[src/rtl/alu_wb_pkg.sv]
// Shared types, default widths and the age-ordered priority search used
// by the ALU write-back buffer.
package alu_wb_pkg;

  localparam int DATA_W_DEF = 32;
  localparam int ADDR_W_DEF = 5;
  localparam int MAX_DEPTH  = 16;

  typedef struct packed {
    logic [ADDR_W_DEF-1:0] rd;
    logic [DATA_W_DEF-1:0] result;
  } wb_entry_t;

  // Bit i marks a match on the i-th oldest entry; the highest set bit is the youngest.
  function automatic logic [3:0] youngest_match(input logic [MAX_DEPTH-1:0] match_by_age);
    logic [3:0] idx;
    idx = '0;
    for (int i = 0; i < MAX_DEPTH; i++) begin
      if (match_by_age[i]) idx = 4'(i);
    end
    return idx;
  endfunction

endpackage

[src/rtl/alu_wb_fifo.sv]
// Generic synchronous FIFO with occupancy count and an age-ordered flat view
// of the storage (slot 0 = head) for associative searches.
module alu_wb_fifo
  import alu_wb_pkg::*;
#(
  parameter int DEPTH = 4,
  parameter int WIDTH = DATA_W_DEF + ADDR_W_DEF
) (
  input  logic                     clk,
  input  logic                     rst_n,
  input  logic                     push,
  input  logic                     pop,
  input  logic [WIDTH-1:0]         wdata,
  output logic [WIDTH-1:0]         head_data,
  output logic [$clog2(DEPTH):0]   count,
  output logic [DEPTH*WIDTH-1:0]   age_view
);

  localparam int PTR_W = $clog2(DEPTH);

  logic [WIDTH-1:0] mem [DEPTH];
  logic [PTR_W-1:0] head;
  logic [PTR_W-1:0] tail;
  logic [PTR_W-1:0] age_idx;

  // Callers guarantee push only when not full and pop only when not empty.
  always_ff @(posedge clk) begin
    if (!rst_n) begin
      head  <= '0;
      tail  <= '0;
      count <= '0;
    end else begin
      if (push) begin
        mem[tail] <= wdata;
        tail      <= tail + 1'b1;
      end
      if (pop) head <= head + 1'b1;
      case ({push, pop})
        2'b10:   count <= count + 1'b1;
        2'b01:   count <= count - 1'b1;
        default: count <= count;
      endcase
    end
  end

  assign head_data = mem[head];

  always_comb begin
    age_view = '0;
    age_idx  = '0;
    for (int i = 0; i < DEPTH; i++) begin
      age_idx = head + PTR_W'(i);
      age_view[i*WIDTH +: WIDTH] = mem[age_idx];
    end
  end

endmodule

[src/rtl/alu_wb_buffer.sv]
// In-order write-back buffer between the ALU result path and the register file,
// with x0 discard, two forwarding lookup ports and a sticky last zero flag.
module alu_wb_buffer
  import alu_wb_pkg::*;
#(
  parameter int DEPTH  = 4,
  parameter int DATA_W = DATA_W_DEF,
  parameter int ADDR_W = ADDR_W_DEF
) (
  input  logic                   clk,
  input  logic                   rst_n,
  input  logic                   in_valid,
  output logic                   in_ready,
  input  logic [ADDR_W-1:0]      in_rd,
  input  logic [DATA_W-1:0]      in_result,
  input  logic                   in_zero,
  output logic                   rf_we,
  output logic [ADDR_W-1:0]      rf_waddr,
  output logic [DATA_W-1:0]      rf_wdata,
  input  logic                   rf_stall,
  input  logic [ADDR_W-1:0]      fwd_rs1,
  input  logic [ADDR_W-1:0]      fwd_rs2,
  output logic                   fwd_hit1,
  output logic                   fwd_hit2,
  output logic [DATA_W-1:0]      fwd_data1,
  output logic [DATA_W-1:0]      fwd_data2,
  output logic                   last_zero,
  output logic [$clog2(DEPTH):0] count
);

  localparam int ENT_W = ADDR_W + DATA_W;
  localparam int CNT_W = $clog2(DEPTH) + 1;

  logic [ENT_W-1:0]       head_data;
  logic [DEPTH*ENT_W-1:0] age_view;
  logic [ADDR_W-1:0]      head_rd;
  logic [DATA_W-1:0]      head_result;
  logic                   empty;
  logic                   push;
  logic                   pop;

  alu_wb_fifo #(
    .DEPTH (DEPTH),
    .WIDTH (ENT_W)
  ) u_fifo (
    .clk       (clk),
    .rst_n     (rst_n),
    .push      (push),
    .pop       (pop),
    .wdata     ({in_rd, in_result}),
    .head_data (head_data),
    .count     (count),
    .age_view  (age_view)
  );

  assign empty       = (count == '0);
  assign head_rd     = head_data[ENT_W-1 -: ADDR_W];
  assign head_result = head_data[DATA_W-1:0];

  assign in_ready = (count < CNT_W'(DEPTH));
  assign push     = in_valid && in_ready;
  // x0 entries never reach the register file, so they drain even under stall.
  assign pop      = !empty && (!rf_stall || (head_rd == '0));

  assign rf_we    = !empty && (head_rd != '0);
  assign rf_waddr = empty ? '0 : head_rd;
  assign rf_wdata = empty ? '0 : head_result;

  logic [MAX_DEPTH-1:0] match1;
  logic [MAX_DEPTH-1:0] match2;
  logic [3:0]           young1;
  logic [3:0]           young2;
  logic [ADDR_W-1:0]    ent_rd;
  logic                 live;

  always_comb begin
    match1 = '0;
    match2 = '0;
    ent_rd = '0;
    live   = 1'b0;
    for (int i = 0; i < DEPTH; i++) begin
      ent_rd    = age_view[i*ENT_W + DATA_W +: ADDR_W];
      live      = (CNT_W'(i) < count);
      match1[i] = live && (fwd_rs1 != '0) && (ent_rd == fwd_rs1);
      match2[i] = live && (fwd_rs2 != '0) && (ent_rd == fwd_rs2);
    end
    young1    = youngest_match(match1);
    young2    = youngest_match(match2);
    fwd_hit1  = |match1;
    fwd_hit2  = |match2;
    fwd_data1 = fwd_hit1 ? age_view[int'(young1)*ENT_W +: DATA_W] : '0;
    fwd_data2 = fwd_hit2 ? age_view[int'(young2)*ENT_W +: DATA_W] : '0;
  end

  always_ff @(posedge clk) begin
    if (!rst_n)    last_zero <= 1'b0;
    else if (push) last_zero <= in_zero;
  end

endmodule

[config.mk]
export PLATFORM = sky130hd
export DESIGN_NAME = alu_wb_buffer
export DESIGN_NICKNAME = d
export VERILOG_FILES = /design/src/rtl/alu_wb_pkg.sv /design/src/rtl/alu_wb_fifo.sv /design/src/rtl/alu_wb_buffer.sv
export SDC_FILE = /design/constraint.sdc
export NUM_CORES = 1
export LEC_CHECK = 0
export CORE_MARGIN = 5
export CORE_UTILIZATION = 55
export DETAILED_ROUTE_END_ITERATION = 10
export MAX_ROUTING_LAYER = met4
export PLACE_DENSITY = 0.8
export SLEW_MARGIN = 10
export SYNTH_ARGS = -nofsm -noshare
export SYNTH_HDL_FRONTEND = slang
export SYNTH_HIERARCHICAL = 1
export SYNTH_SLANG_ARGS = --single-unit
export TNS_END_PERCENT = 20
[constraint.sdc]
create_clock -name clk -period 4.95 [get_ports clk]
set_input_delay 1.2375 -clock clk [delete_from_list [all_inputs] [get_ports clk]]
set_output_delay 1.2375 -clock clk [all_outputs]
set_load 0.005 [all_outputs]
==> results.sh <==
export IMPL_routedWlPerCell_um=24.97
export IMPL_yosys_warnings=6
export IMPL_ios=161
export IMPL_fin_crit_ns=5.047
export IMPL_dp_hpwl_um=21430
export IMPL_drc=0
export IMPL_slew_violations=0
export IMPL_skew_ns=0.007634
export IMPL_rows=54
export IMPL_die_w_um=157.6
export IMPL_cts_reportedPaths_clkPinSlew_ns=0.06
export IMPL_core_area_mm2=0.02162
export IMPL_die_area_mm2=0.02484
export IMPL_grt_pass1_vias=8609
export IMPL_grt_antenna_before_repair=3
export IMPL_crit_path_max_fanout=5
export IMPL_post_route_worst_setup_slack_ns=-0.09728
export IMPL_fillCellCount=1527
export IMPL_routed_wl_um=31540
export IMPL_worst_hold_slack_ns=0.5235
export IMPL_numCtsBuffers=17
export IMPL_place_ws_ns=-0.1320
export IMPL_htree_levels=4
export IMPL_crit_type="primary input to output pin"
export IMPL_worstPathArrival_ns=3.81
export IMPL_drtIter0Drc=728
export IMPL_regArea_mm2=0.004657
export IMPL_drive_above_1_share_pct=35.41
export IMPL_globalplace_congestion=0.9662
export IMPL_clk_latency_ns=0.42
export IMPL_grt_max_degree=87
export IMPL_syn_area_per_cell_um2=14.41
export IMPL_netlist_area_mm2=0.01199
export IMPL_max_slew_margin_pct=48.99
export IMPL_leakagePower_nw=4.888
export IMPL_peakVddDrop_v=0.0003862
export IMPL_synth_area_leaders="edfxtp_1, mux4_2, o22ai_2, mux2i_1, buf_4"
export IMPL_status="complete, but fails checks"
export IMPL_fin_setup_tns_ns=-0.6903
export IMPL_groute_usage_overall_pct=26.71
export IMPL_root_buffer="clkbuf_16"
export IMPL_multiInputGateArea_mm2=0.006573
export IMPL_synth_edf_count=148
export IMPL_synth_largest_area_cell="edfxtp_1"
export IMPL_yosys_most_used_dff="edfxtp_1"
export IMPL_synthToLayoutAreaGrowth_pct=21.85
export IMPL_rsz0062_at_grt="true"
export IMPL_clkSinkCount=158
export IMPL_hold_violations=0
export IMPL_syn_nets=890
export IMPL_powerDensity_mw_per_mm2=406.5
export IMPL_utilization_pct=67.55
export IMPL_crit_path_start_kind="primary input"
export IMPL_start_util_pct=55.43
export IMPL_async_reset_ff_share_pct=0
export IMPL_via_per_inst=6.694
export IMPL_synth_cell_types=39
export IMPL_max_freq_mhz=198.1
export IMPL_postSynthRegisterBits=158
export IMPL_die_y_um=157.6
export IMPL_violations="negative setup slack"
export IMPL_antenna_left=0
export IMPL_post_route_period_util_pct=102.0
export IMPL_setup_viol=11
export IMPL_synth_seq_area_share_pct=38.75
export IMPL_cts_buffer_depth=2
export IMPL_io_buffers=160
export IMPL_syn_inst=832
export IMPL_hold_class="flop to flop"
export IMPL_nets=1027
export IMPL_worst_pin_slew_ns=0.7651
export IMPL_maxCapViolCount=0
export IMPL_cts_tree="yes"
export IMPL_vias=8454
export IMPL_grt_pass1_wl_um=48610
export IMPL_synth_top_area_share_pct=37.08
export IMPL_firstDrtPassIters=5
export IMPL_cp_end_kind="output pin"
export IMPL_cp_required_ns=3.71
export IMPL_grt_remaining_overflow=0
export IMPL_cts_hold_buf=0
[flip-flops by register name, summed over array words and instances, names as in the netlist, named ones only]
name and flops:
u_fifo/count 3, u_fifo/mem 148, u_fifo/tail 2, last_zero 1, u_fifo/head 2
[Yosys cell counts (3+ instances only)]
cell type	instances
edfxtp_1	148
mux4_2	148
mux2i_1	67
nor2_1	66
a21oi_1	65
o22ai_2	60
buf_4	56
nor2b_1	41
xnor2_1	37
buf_2	26
clkbuf_1	18
buf_6	14
dfxtp_1	10
xor2_1	8
nand4_1	6
and2_1	5
ha_1	5
nand2_1	5
and3_1	4
buf_12	4
inv_1	4
nor3_1	4
o211ai_1	3
o22ai_1	3
or3_1	3
[final timing paths]
path,from,endpoint,slack [ns],cells after the start
setup / recovery,fwd_rs2[2],fwd_data2[28],-0.1,9
hold / removal,last_zero$_SDFFE_PN0P_,last_zero$_SDFFE_PN0P_,0.52,2
setup reg to reg,flop,u_fifo/count[2]$_SDFFE_PN0P_,1.87,9
hold reg to reg,last_zero$_SDFFE_PN0P_,last_zero$_SDFFE_PN0P_,0.52,2
[where the power goes]
part | switching [W] | internal (W)
clock | 0.000511 | 0.000786
sequential | 0.000168 | 0.00158
combinational | 0.00132 | 0.00157
[worst max-delay path: stages]
cell and delay (ns):
clkdlybuf4s50_1 0.44, or4_4 0.55, nor2_4 0.19, nor4_4 0.08, buf_4 0.15, o211ai_4 0.25
bufbuf_16 0.34, o22ai_2 0.10, clkdlybuf4s50_1 0.46
[layout by cell type, fill, tap and decap left out, types with 3 or more instances in the layout]
master,instances
o22ai_2,61
dlygate4sd2_1,34
diode_2,3
nand2_1,5
nor2b_1,41
clkbuf_16,17
nand4_1,6
and2_1,5
ha_1,5
buf_6,7
dfxtp_1,6
xnor2_2,3
clkdlybuf4s50_1,113
dfxtp_4,3
bufinv_16,3
buf_12,14
nor3_2,3
mux2i_1,65
mux4_2,148
xor2_1,8
dlymetal6s2s_1,13
a21oi_1,65
clkinv_4,3
and3_2,4
edfxtp_1,148
o211ai_1,3
inv_1,4
nor2_4,4
xnor2_1,34
nor2_1,64
or4_4,3
buf_4,53
[layout make-up]
type | instances | share of cell area (%)
flip-flops and latches | 158 | 31.89
repair buffers | 237 | 16.60
clock inverters | 11 | 0.9938
diodes | 3 | 0.05141
clock buffers | 19 | 2.964
inverters | 4 | 0.1028
multi-input cells | 551 | 45.01
well taps | 280 | 2.399
[metrics by stage]
stage	instances	area (um^2)	power, W
2_1_floorplan	832	11990	0.003889
3_3_place_gp	1222	13820	0.004587
3_5_place_dp	1222	13820	0.004631
4_1_cts	1259	14510	0.005955
5_1_grt	1263	14600	0.006255
6_report	1263	14600	0.005937
[metal layers]
layer  GRT usage [%]  wire, um  vias up
li1                -         -     3602
met1           33.31     11500     4275
met3           6.233      3099       76
met2           42.62     15900      501
met4           10.69      1041        0
met5               -         0        -
[kinds of logic after synthesis]
| kind of cell | share of synthesized area, % |
|---|---|
| flops | 38.75 |
| fa+ha+maj | 0.6890 |
| xor+xnor | 3.288 |
| compound gates | 9.991 |
| mux | 33.41 |
| simple gates | 6.577 |
| buf+inv | 7.297 |
[timing repair]
item                                    in CTS  in global routing
setup buffers                                5                  1
gates cloned                                 2                  0
pin swaps                                    4                  3
endpoints found under the setup margin      66                 29
gates resized for setup                     48                 22
Note: power is estimated with default switching activity, not from simulation.
